==> src/rtl/multicycle_ctrl.sv <==
// Multi-cycle MIPS-subset control FSM: sequences fetch/decode/execute/memory/writeback
// and decodes every datapath control from the current state, opcode, funct and zero flag.
module multicycle_ctrl (
    input  logic       clk,
    input  logic       rst,
    input  logic [5:0] op,
    input  logic [5:0] funct,
    input  logic       zero,
    output logic       PCWr,
    output logic       IRWr,
    output logic       RFWr,
    output logic       wren,
    output logic [1:0] npcop,
    output logic [3:0] aluop,
    output logic       sel,
    output logic [1:0] extop,
    output logic [1:0] D_sel,
    output logic [1:0] R_sel,
    output logic [3:0] state,
    output logic       illegal
);

    typedef enum logic [3:0] {
        FETCH = 4'd0,
        DCD   = 4'd1,
        EXE   = 4'd2,
        WB    = 4'd3,
        MA    = 4'd4,
        MR    = 4'd5,
        LWB   = 4'd6,
        MW    = 4'd7,
        BR    = 4'd8,
        JMP   = 4'd9,
        JAL   = 4'd10,
        JR    = 4'd11
    } state_t;

    localparam logic [5:0] OP_RTYPE = 6'b000000;
    localparam logic [5:0] OP_ORI   = 6'b001101;
    localparam logic [5:0] OP_ADDIU = 6'b001001;
    localparam logic [5:0] OP_LUI   = 6'b001111;
    localparam logic [5:0] OP_LW    = 6'b100011;
    localparam logic [5:0] OP_SW    = 6'b101011;
    localparam logic [5:0] OP_BEQ   = 6'b000100;
    localparam logic [5:0] OP_J     = 6'b000010;
    localparam logic [5:0] OP_JAL   = 6'b000011;

    localparam logic [5:0] FN_ADDU  = 6'b100001;
    localparam logic [5:0] FN_SUBU  = 6'b100011;
    localparam logic [5:0] FN_AND   = 6'b100100;
    localparam logic [5:0] FN_OR    = 6'b100101;
    localparam logic [5:0] FN_SLT   = 6'b101010;
    localparam logic [5:0] FN_JR    = 6'b001000;

    localparam logic [3:0] ALU_ADDU = 4'b0000;
    localparam logic [3:0] ALU_SUBU = 4'b0001;
    localparam logic [3:0] ALU_OR   = 4'b0010;
    localparam logic [3:0] ALU_AND  = 4'b0011;
    localparam logic [3:0] ALU_SLT  = 4'b0100;

    state_t cur_state, next_state;

    logic       is_rtype;
    logic       r_valid;
    logic       imm_valid;
    logic [3:0] exe_aluop;
    logic       exe_sel;
    logic [1:0] exe_extop;

    always_ff @(posedge clk or negedge rst) begin
        if (!rst) cur_state <= FETCH;
        else      cur_state <= next_state;
    end

    assign is_rtype = (op == OP_RTYPE);
    assign state    = cur_state;

    // ALU controls shared by EXE and WB, plus validity of the ALU-class instructions.
    always_comb begin
        exe_aluop = ALU_ADDU;
        exe_sel   = 1'b0;
        exe_extop = 2'b00;
        r_valid   = 1'b0;
        imm_valid = 1'b0;
        if (is_rtype) begin
            r_valid = 1'b1;
            case (funct)
                FN_ADDU: exe_aluop = ALU_ADDU;
                FN_SUBU: exe_aluop = ALU_SUBU;
                FN_AND:  exe_aluop = ALU_AND;
                FN_OR:   exe_aluop = ALU_OR;
                FN_SLT:  exe_aluop = ALU_SLT;
                default: r_valid   = 1'b0;
            endcase
        end else begin
            imm_valid = 1'b1;
            exe_sel   = 1'b1;
            case (op)
                OP_ORI:   begin exe_aluop = ALU_OR;   exe_extop = 2'b00; end
                OP_ADDIU: begin exe_aluop = ALU_ADDU; exe_extop = 2'b01; end
                OP_LUI:   begin exe_aluop = ALU_OR;   exe_extop = 2'b10; end
                default:  begin imm_valid = 1'b0;     exe_sel   = 1'b0;  end
            endcase
        end
    end

    always_comb begin
        next_state = FETCH;
        PCWr    = 1'b0;
        IRWr    = 1'b0;
        RFWr    = 1'b0;
        wren    = 1'b0;
        npcop   = 2'b00;
        aluop   = 4'b0000;
        sel     = 1'b0;
        extop   = 2'b00;
        D_sel   = 2'b00;
        R_sel   = 2'b00;
        illegal = 1'b0;

        case (cur_state)
            FETCH: begin
                IRWr       = 1'b1;
                PCWr       = 1'b1;
                next_state = DCD;
            end
            DCD: begin
                if (is_rtype && r_valid)                  next_state = EXE;
                else if (is_rtype && funct == FN_JR)      next_state = JR;
                else if (imm_valid)                       next_state = EXE;
                else if (op == OP_LW || op == OP_SW)      next_state = MA;
                else if (op == OP_BEQ)                    next_state = BR;
                else if (op == OP_J)                      next_state = JMP;
                else if (op == OP_JAL)                    next_state = JAL;
                else                                      illegal    = 1'b1;
            end
            EXE: begin
                aluop      = exe_aluop;
                sel        = exe_sel;
                extop      = exe_extop;
                next_state = WB;
            end
            WB: begin
                aluop = exe_aluop;
                sel   = exe_sel;
                extop = exe_extop;
                RFWr  = 1'b1;
                D_sel = 2'b01;
                R_sel = is_rtype ? 2'b10 : 2'b01;
            end
            MA: begin
                aluop = ALU_ADDU;
                sel   = 1'b1;
                extop = 2'b01;
                if (op == OP_LW)      next_state = MR;
                else if (op == OP_SW) next_state = MW;
            end
            MR:  next_state = LWB;
            LWB: begin
                RFWr  = 1'b1;
                D_sel = 2'b10;
                R_sel = 2'b01;
            end
            MW:  wren = 1'b1;
            BR: begin
                aluop = ALU_SUBU;
                npcop = 2'b01;
                PCWr  = zero;
            end
            JMP: begin
                PCWr  = 1'b1;
                npcop = 2'b10;
            end
            JR: begin
                PCWr  = 1'b1;
                npcop = 2'b11;
            end
            JAL: begin
                RFWr  = 1'b1;
                PCWr  = 1'b1;
                npcop = 2'b10;
            end
            default: next_state = FETCH;
        endcase

        // Reset holds every control low even though FETCH would otherwise fire its enables.
        if (!rst) begin
            PCWr    = 1'b0;
            IRWr    = 1'b0;
            RFWr    = 1'b0;
            wren    = 1'b0;
            npcop   = 2'b00;
            aluop   = 4'b0000;
            sel     = 1'b0;
            extop   = 2'b00;
            D_sel   = 2'b00;
            R_sel   = 2'b00;
            illegal = 1'b0;
        end
    end

endmodule

==> config.mk <==
export PLATFORM = sky130hd
export DESIGN_NAME = multicycle_ctrl
export DESIGN_NICKNAME = d
export VERILOG_FILES = /design/src/rtl/multicycle_ctrl.sv
export SDC_FILE = /design/constraint.sdc
export NUM_CORES = 1
export LEC_CHECK = 0
export BUFFER_PORTS_ARGS = -buffer_cell sky130_fd_sc_hd__buf_2
export CAP_MARGIN = 20
export CELL_PAD_IN_SITES_DETAIL_PLACEMENT = 1
export CELL_PAD_IN_SITES_GLOBAL_PLACEMENT = 1
export CORE_MARGIN = 2
export CORE_UTILIZATION = 28
export CTS_CLUSTER_DIAMETER = 60
export DETAILED_ROUTE_END_ITERATION = 7
export PLACE_DENSITY = 0.84
export SLEW_MARGIN = 40
export SYNTH_ARGS = -nofsm -noshare
export SYNTH_HDL_FRONTEND = slang
export SYNTH_SLANG_ARGS = --single-unit
==> constraint.sdc <==
create_clock -name clk -period 4.02 [get_ports clk]
set_clock_uncertainty 0.05 [all_clocks]
set_input_delay 1.206 -clock clk [delete_from_list [all_inputs] [get_ports clk]]
set_output_delay 1.206 -clock clk [all_outputs]
set_load 0.05 [all_outputs]
==> metrics.cfg, run 1 <==
[run_status]
outcome=complete, no violations

[min_path]
hold_start=state[1]$_DFF_PN0_
timing.hold.worst_endpoint=state[2]$_DFF_PN0_
holdPathStages=1
worstHoldPathType=flip-flop to flip-flop

[clocking]
tritoncts_sink_count=4
cts-root-to-sink-buffers=2
ctsRootBufferMaster=sky130_fd_sc_hd__clkbuf_4
cts_setup_buffers=0
worst_setup_hold_path_clk_slew_ns=0.04
clock_insertion_delay_worst_skew_ns=0.23
number_of_buffers_added_by_the_clock_tree_synthesis_step=3
post_cts_resized=1
cts_hold_repair.buffers=0
tritoncts=yes
cts_max_level=1

[floorplanning]
die_width_um=51.7
design.die.area_sq_um=2680
num_io_pins=37
core.rowCount=17
initial_core_util=0.291
core_area_sq_um=2190
die_height_um=51.7

[detailed_routing]
initialDrtViolationCount=7
wirelength_met1_um=958
detailroute.wirelength.met3_um=95
finalWirelength_um=2260
post_drt_via_cell_ratio=5.16
route.detailed.wl_per_inst_um=14.0
route.met2.wl_um=1190
routed.top_layer=met4
drt_pass1_iterations=4
vias=830
route.detailed.drc=0
final_antenna_net_count=0

[run]
drv_cap=0

[synth]
post-synth-top-area-fraction=0.157
synth.area.top_cells=sky130_fd_sc_hd__dfrtp_1 16%, sky130_fd_sc_hd__nand2_1 8.8%, sky130_fd_sc_hd__nor2_1 7.6%
synthDistinctLibCells=38
synth_area_per_cell_sq_um=6.94
synthesis.area_sq_um=638
synthDominantAreaCellType=sky130_fd_sc_hd__dfrtp_1
synthesis.yosys.warnings=0
synth_sequential_area_ratio=0.157
syn_nets=107
synthesis.instances=92
postSynthRegisterBits=4

[timing]
rsz0062_at_grt=false
period_minus_slack_ns=3.94
finalCritPeriodShare=0.979
timing.fmax_mhz=254
final_hold_viol_count=0
setup_tns_ns=0
slew_viol_final=0
holdWs_ns=0.580
setup_viol_count_final=0

[placement]
buffer_ports.inserted=35
dpl.hpwl_um=1890
gp_congestion=0.759
place_area_sq_um=910

[worst_setup_path]
worstReg2RegStart=state[0]$_DFF_PN0_
critPathLaunchType=primary input
arrival_ns=2.68
r2r_end=state[0]$_DFF_PN0_
worst_reg2reg_path_depth=3
cp-end-kind=output port
critPathMaxFanout=2
timing.setup.critical_path_class=primary input to output port
rrSetupSlack_ns=2.12
crit_required_ns=2.76

[cells_and_area]
final_nets=150
layout-drive-gt1-share=0.421
antennaDiodeCount=0
largest_reg_flops=4
fin_util=0.429
layout.cell_area.non_filler_sq_um=941
area_growth_pct=47.5
nFillCells=288

[global_routing]
number_of_antenna_violations_at_the_first_check_in_global_routing=0
first_global_vias=845
global_route.overflow_total=0
grt_usage=0.187
grt_max_degree=14
grt_pass1_wl_um=3790

[power]
power_per_cell_area_nw_per_um2=375
vdd_ir_drop_max_v=0.000168
power_leakage_nw=0.453

cells in the mapped netlist (all sizes together):
library cell   n
and4           1
o2111a         1
nand2b         2
a211o          1
xnor2          2
and3           1
a22oi          1
nor2b          1
a21oi          4
buf            1
nor4bb         2
nor3b          3
nand3b         2
a31oi          1
a32oi          1
o32ai          1
and2b          1
o22ai          2
nand2         15
xor2           1
nor3           6
nor2          13
clkbuf         5
or4            3
nor4b          1
conb           1
and3b          1
nand3          1
dfrtp          4
o31ai          1
maj3           1
o41ai          3
inv            4
o21ai          3
nor4           1
metal layers:
metal  track usage  up-vias
met5             0        -
met4        0.0658        0
met3        0.0259        2
met2         0.342       21
met1         0.221      389
li1              -      418
worst max-delay path by stage:
| stage | start | end | slack (ns) |
|---|---|---|---|
| 2_1_floorplan | rst | sel | 0.02 |
| 3_3_place_gp | op[2] | aluop[0] | 0.01 |
| 3_5_place_dp | op[2] | aluop[0] | -0.01 |
| 4_1_cts | op[2] | aluop[0] | 0.05 |
| 5_1_grt | op[2] | aluop[0] | 0.005 |
| 6_report | op[2] | aluop[0] | 0.08 |
metrics by stage:
stage / instances / setup WS, ns / total power [W]
after floorplan: 92 / 0.0174 / 0.000242
after global placement: 158 / 0.0104 / 0.000296
after detailed placement: 158 / -0.0102 / 0.000303
after CTS: 161 / 0.0504 / 0.000354
after global routing: 161 / 0.00528 / 0.000380
final: 161 / 0.0837 / 0.000353
critical path, cell delays in order:
cell	delay (ns)
sky130_fd_sc_hd__buf_2	0.10
sky130_fd_sc_hd__or4_4	0.55
sky130_fd_sc_hd__nor4_4	0.18
sky130_fd_sc_hd__nand3_2	0.16
sky130_fd_sc_hd__o32ai_4	0.28
sky130_fd_sc_hd__buf_6	0.19
cells by family (layout without fill, tap and decap cells):
kind of cell / Yosys count / in the layout / synth area share
xor+xnor: 3 / 3 / 0.0412
simple gates: 54 / 54 / 0.494
flops: 4 / 4 / 0.157
buf+inv: 10 / 51 / 0.0666
fa+ha+maj: 1 / 1 / 0.0157
compound gates: 19 / 19 / 0.220
other cells: 1 / 1 / 0.00588
cell usage in the layout (no fill, tap or decap), types with 2 or more instances in the layout:
cell	n
sky130_fd_sc_hd__xnor2_1	2
sky130_fd_sc_hd__nand2b_1	2
sky130_fd_sc_hd__buf_4	9
sky130_fd_sc_hd__nand2_1	15
sky130_fd_sc_hd__dfrtp_1	4
sky130_fd_sc_hd__nand3b_1	2
sky130_fd_sc_hd__inv_1	4
sky130_fd_sc_hd__nor3b_1	3
sky130_fd_sc_hd__clkbuf_4	4
sky130_fd_sc_hd__nor2_1	12
sky130_fd_sc_hd__nor4bb_1	2
sky130_fd_sc_hd__o21ai_0	3
sky130_fd_sc_hd__o22ai_1	2
sky130_fd_sc_hd__nor3_1	5
sky130_fd_sc_hd__or4_1	2
sky130_fd_sc_hd__buf_2	33
sky130_fd_sc_hd__o41ai_1	3
sky130_fd_sc_hd__a21oi_1	4
report_power, final:
group          leakage (nW)  internal [W]  total (W)  switching (W)
registers            0.0531     0.0000490  0.0000771      0.0000281
logic                 0.387     0.0000641   0.000226       0.000162
clock network        0.0138     0.0000334  0.0000493      0.0000159
layout make-up:
type	count	area, sq um	share of cell area
flip-flops and latches	4	100	0.106
repair buffers	44	251	0.267
well taps	28	35.0	0.0372
multi-input cells	78	517	0.549
clock buffers	3	22.5	0.0239
inverters	4	15.0	0.0160
Note: power is estimated with default switching activity, not from simulation.
==> inputs of run 2 (changes only) <==
Settings changed: BUFFER_PORTS_ARGS -buffer_cell sky130_fd_sc_hd__buf_2 to -buffer_cell sky130_fd_sc_hd__buf_4, CTS_CLUSTER_SIZE set to 30.
==> run 2 against run 1 <==
  * Global-route usage is 0.19 points lower
  * Final area is 4.4% higher
  * First-iteration DRC count is 14% lower
  * Sequential power is 1% higher
  * Register-to-register slack worse by 0.06 ns
  * Count of clock-buffer cells in the layout stayed put
  * Hold slack hardly changed
  * Final cell count is 4.3% lower
  * Core utilization is 1.9 points higher
  * Flip-flop and latch count stayed put
  * Critical endpoint unchanged
  * Highest routed layer unchanged
==> metrics.cfg, run 2 (synthesis results as in run 1) <==
[timing]
setup_tns_ns=0
period_minus_slack_ns=3.92
rsz0062_at_grt=false
final_hold_viol_count=0
timing.fmax_mhz=255
final_ws_setup_ns=0.102
slew_viol_final=0
setup_viol_count_final=0
finalCritPeriodShare=0.975

[worst_setup_path]
critPathLaunchType=primary input
worstReg2RegStart=state[0]$_DFF_PN0_
arrival_ns=2.66
critical-path-slowest-cell=sky130_fd_sc_hd__or4_4
critPathTopFamily=simple AND/OR/NAND/NOR gates
critPathMaxFanout=3
setup.worst_path.end=aluop[0]
timing.setup.critical_path_class=primary input to output port
timing.critical_path.from=op[2]
rrSetupSlack_ns=2.06
most_frequent_cell_on_critical_path=sky130_fd_sc_hd__buf_6
r2r_end=state[0]$_DFF_PN0_
cp-end-kind=output port
worst_reg2reg_path_depth=3
crit_required_ns=2.76
cp_cell_sequence=buf_6 -> or4_4 -> nor4_4 -> nand3_2 -> o32ai_4 -> buf_6
slowest_delay_ns=0.56
worst-path-stages=6
critical_path_buf_inv_count=2

[global_routing]
global_route.usage.met2=0.323
grt_pass1_wl_um=3770
first_global_vias=841
grt_max_degree=14
gr-usage-met3=0.0374
grt_usage=0.185
global_route.overflow_total=0
busiest_layer=met2
met1_usage=0.224
number_of_antenna_violations_at_the_first_check_in_global_routing=0

[floorplanning]
die_height_um=51.7
num_io_pins=37
design.die.area_sq_um=2680
initial_core_util=0.291
core.rowCount=17
die_width_um=51.7
core_area_sq_um=2190

[detailed_routing]
initialDrtViolationCount=6
route.detailed.wl_per_inst_um=14.3
drt_pass1_iterations=4
vias=809
route.detailed.drc=0
post_drt_via_cell_ratio=5.25
final_antenna_net_count=0
finalWirelength_um=2210

[clocking]
cts_max_level=1
ctsRootBufferMaster=sky130_fd_sc_hd__clkbuf_4
cts_hold_repair.buffers=0
clock_insertion_delay_worst_skew_ns=0.23
worst_setup_hold_path_clk_slew_ns=0.03
cts_setup_buffers=0
tritoncts=yes
post_cts_resized=0
tritoncts_sink_count=4
cts-root-to-sink-buffers=2
number_of_buffers_added_by_the_clock_tree_synthesis_step=3

[cells_and_area]
nFillCells=286
commonest_cells_after_routing_fill_and_taps_aside=33 x sky130_fd_sc_hd__buf_4, 15 x sky130_fd_sc_hd__nand2_1, 12 x sky130_fd_sc_hd__nor2_1, 5 x sky130_fd_sc_hd__nor3_1
largest_reg_flops=4
antennaDiodeCount=0
fin_util=0.448
area_growth_pct=53.9
final_nets=143
layout.cell_area.non_filler_sq_um=982
most_common_library_cell_in_the_layout_ignoring_fill_and_taps=sky130_fd_sc_hd__buf_4
layout-drive-gt1-share=0.389

[placement]
post-place-ws_ns=0.0358
gp_congestion=0.744
place_area_sq_um=945
dpl.hpwl_um=1820
buffer_ports.inserted=35

[min_path]
worstHoldPathType=flip-flop to flip-flop

[run]
drv_cap=0

[power]
vdd_ir_drop_max_v=0.000224
power_leakage_nw=0.435
power_per_cell_area_nw_per_um2=376

[run_status]
outcome=complete, no violations

==> run 2: cell count changes in the layout (fill, tap and decap cells not counted) <==
cell and change:
sky130_fd_sc_hd__buf_2 -33, sky130_fd_sc_hd__clkbuf_4 -1, sky130_fd_sc_hd__buf_4 +24, sky130_fd_sc_hd__buf_6 +3
==> run 2: worst min path at each step <==
stage,cells after the start,end,from
global placement,1,state[2]$_DFF_PN0_,state[1]$_DFF_PN0_
floorplan,0,state[0]$_DFF_PN0_,rst
global route,1,state[2]$_DFF_PN0_,state[1]$_DFF_PN0_
detailed placement,1,state[2]$_DFF_PN0_,state[1]$_DFF_PN0_
finish,1,state[2]$_DFF_PN0_,state[1]$_DFF_PN0_
CTS,1,state[2]$_DFF_PN0_,state[1]$_DFF_PN0_
==> run 2: metrics by stage <==
stage | std cells | total power [W] | hold slack, ns
finish | 154 | 0.000370 | 0.580
global route | 154 | 0.000395 | 0.614
CTS | 154 | 0.000373 | 0.576
detailed placement | 151 | 0.000321 | 0.581
global placement | 151 | 0.000312 | 0.554
floorplan | 92 | 0.000242 | 0.860
==> run 2: where the power goes <==
group	total (W)	switching, W	internal, W
sequential	0.0000780	0.0000290	0.0000490
combinational	0.000243	0.000164	0.0000787
clock	0.0000491	0.0000158	0.0000334
total	0.000370	0.000209	0.000161
==> run 2: final cells by class <==
class / instances / area, sq um / share of cell area
Sequential cell: 4 / 100 / 0.102
Tap cell: 28 / 35.0 / 0.0357
Inverter: 4 / 15.0 / 0.0153
Multi-Input combinational cell: 78 / 517 / 0.526
Timing Repair Buffer: 37 / 293 / 0.298
Clock buffer: 3 / 22.5 / 0.0229
==> run 2: worst reg2reg max path, delay by kind of cell, from the launching register on <==
kind / cells / cell delay, ns
DFF: 1 / 0.58
and+or+nand+nor: 1 / 0.62
AOI/OAI and AO/OA: 1 / 0.40
buffers and inverters: 1 / 0.19
==> run 2: metal layers <==
layer,share of wire,routed length (um)
met1,0.42,933
met2,0.51,1120
met3,0.056,124
met4,0.015,34
met5,0,0
==> inputs of run 3 (changes only) <==
Clock period 4.02 ns to 4.1 ns, I/O delays scaled along.
==> run 3 against run 2 <==
  * Wire length shrank 2.1%
  * Via count shrank 1.5%
  * Global-route usage shrank 1.1 points
  * Sequential power shrank 3.1%
  * Final area shrank 2.2%
  * Largest power group unchanged
==> metrics.cfg, run 3 (synthesis results as in run 1) <==
[run_status]
outcome=complete, no violations

[floorplanning]
core_area_sq_um=2190
die_height_um=51.7
design.die.area_sq_um=2680
num_io_pins=37
core.rowCount=17
initial_core_util=0.291
die_width_um=51.7

[detailed_routing]
route.detailed.drc=0
vias=797
drt_pass1_iterations=4
finalWirelength_um=2160
initialDrtViolationCount=9
route.detailed.wl_per_inst_um=14.1
final_antenna_net_count=0
post_drt_via_cell_ratio=5.21

[clocking]
tritoncts=yes
cts-root-to-sink-buffers=2
cts_max_level=1
number_of_buffers_added_by_the_clock_tree_synthesis_step=3
cts_hold_repair.buffers=0
ctsRootBufferMaster=sky130_fd_sc_hd__clkbuf_4
cts_setup_buffers=0
clock_insertion_delay_worst_skew_ns=0.24
worst_setup_hold_path_clk_slew_ns=0.04
tritoncts_sink_count=4

[worst_setup_path]
critPathLaunchType=primary input
crit_required_ns=2.82
timing.setup.critical_path_class=primary input to output port
arrival_ns=2.72
critical-path-slowest-cell=sky130_fd_sc_hd__or4_4
critPathMaxFanout=7
cp_cell_sequence=buf_4 -> or4_4 -> nor4_4 -> nand3_2 -> o32ai_4 -> buf_6
slowest_delay_ns=0.56
cp-end-kind=output port

[power]
p_comb_frac=0.654
vdd_ir_drop_max_v=0.000233
pwr-share-clk=0.137
design_power_total_w=0.000362
power_per_cell_area_nw_per_um2=376
netSwitchingFraction=0.566
power_report.internal_total_w=0.000157
power.share.sequential=0.209
switching_power_w=0.000205
power_leakage_nw=0.427

[cells_and_area]
final_nets=142
commonest_cells_after_routing_fill_and_taps_aside=35 x sky130_fd_sc_hd__buf_4, 15 x sky130_fd_sc_hd__nand2_1, 13 x sky130_fd_sc_hd__nor2_1, 5 x sky130_fd_sc_hd__nor3_1
largest_reg_flops=4
nFillCells=288
final-instance-count-excl-fill=153
antennaDiodeCount=0
layout-drive-gt1-share=0.376
area_growth_pct=50.6
register_area_sq_um=100
most_common_library_cell_in_the_layout_ignoring_fill_and_taps=sky130_fd_sc_hd__buf_4
multi_input_gate_area_sq_um=514

[timing]
timing.fmax_mhz=250
finalCritPeriodShare=0.976
period_minus_slack_ns=4.00
rsz0062_at_grt=false
final_ws_setup_ns=0.0970
setup_viol_count_final=0
final_hold_viol_count=0
slew_viol_final=0

[placement]
placed_cells=150
gp_congestion=0.800
post-place-ws_ns=0.0586
buffer_ports.inserted=35
dpl.hpwl_um=1800

[run]
drv_cap=0

[global_routing]
first_global_vias=779
grt_usage=0.174
number_of_antenna_violations_at_the_first_check_in_global_routing=0
grt_max_degree=14
grt_pass1_wl_um=3420
global_route.overflow_total=0

[min_path]
worstHoldPathType=flip-flop to flip-flop

[run 3: changes by cell type in the layout (fill, tap and decap cells not counted)]
| cell | delta |
|---|---|
| sky130_fd_sc_hd__buf_6 | -3 |
| sky130_fd_sc_hd__buf_4 | +2 |
| sky130_fd_sc_hd__nor2_1 | +1 |
| sky130_fd_sc_hd__nor2_2 | -1 |
[run 3: worst max-delay path, delay by kind of cell]
kind                   cells  cell delay, ns
and+or+nand+nor            3            0.89
buffers and inverters      2            0.33
AOI/OAI and AO/OA          1            0.27
[run 3: cell type report]
cell class,count,share of cell area
Sequential cell,4,0.104
Timing Repair Buffer,36,0.285
Inverter,4,0.0156
Tap cell,28,0.0365
Multi-Input combinational cell,78,0.535
Clock buffer,3,0.0234
[run 3: per-stage QoR]
step,setup TNS (ns),utilization,area (sq um),hold WS [ns]
2_1_floorplan,-0.00363,-,657,0.884
3_3_place_gp,0,0.427,935,0.562
3_5_place_dp,0,0.427,935,0.570
4_1_cts,0,0.437,957,0.583
5_1_grt,0,0.439,961,0.617
6_report,0,0.439,961,0.577
[run 3: final timing paths]
path	start	to	slack [ns]	cells after the start
setup reg to reg	state[0]$_DFF_PN0_	state[0]$_DFF_PN0_	2.14	3
setup / recovery	op[2]	aluop[0]	0.1	6
hold / removal	state[1]$_DFF_PN0_	state[2]$_DFF_PN0_	0.58	1
min in group asynchronous	rst	state[0]$_DFF_PN0_	0.75	1
max in group asynchronous	rst	state[2]$_DFF_PN0_	3.12	1
hold reg to reg	state[1]$_DFF_PN0_	state[2]$_DFF_PN0_	0.58	1
[run 3: repair_timing]
item / 4_1_cts / 5_1_grt
endpoints found under the setup margin: 0 / 1
gates resized for setup: 0 / 1
hold endpoints to repair: 0 / 0
[run 3: power groups by stage]
stage	sequential [W]	clock (W)	combinational, W
final	0.0000756	0.0000496	0.000236
after global routing	0.0000790	0.0000539	0.000252
after CTS	0.0000754	0.0000518	0.000238
after detailed placement	0.0000760	0	0.000238
after global placement	0.0000752	0	0.000231
after floorplan	0.0000859	0	0.000152
[run 3: routing by layer]
metal  GRT usage  wire (um)  vias up
met5           0          0        -
met4      0.0921         37        0
met3      0.0201         92        4
met2       0.301       1100       26
met1       0.210        933      359
li1            -          -      408
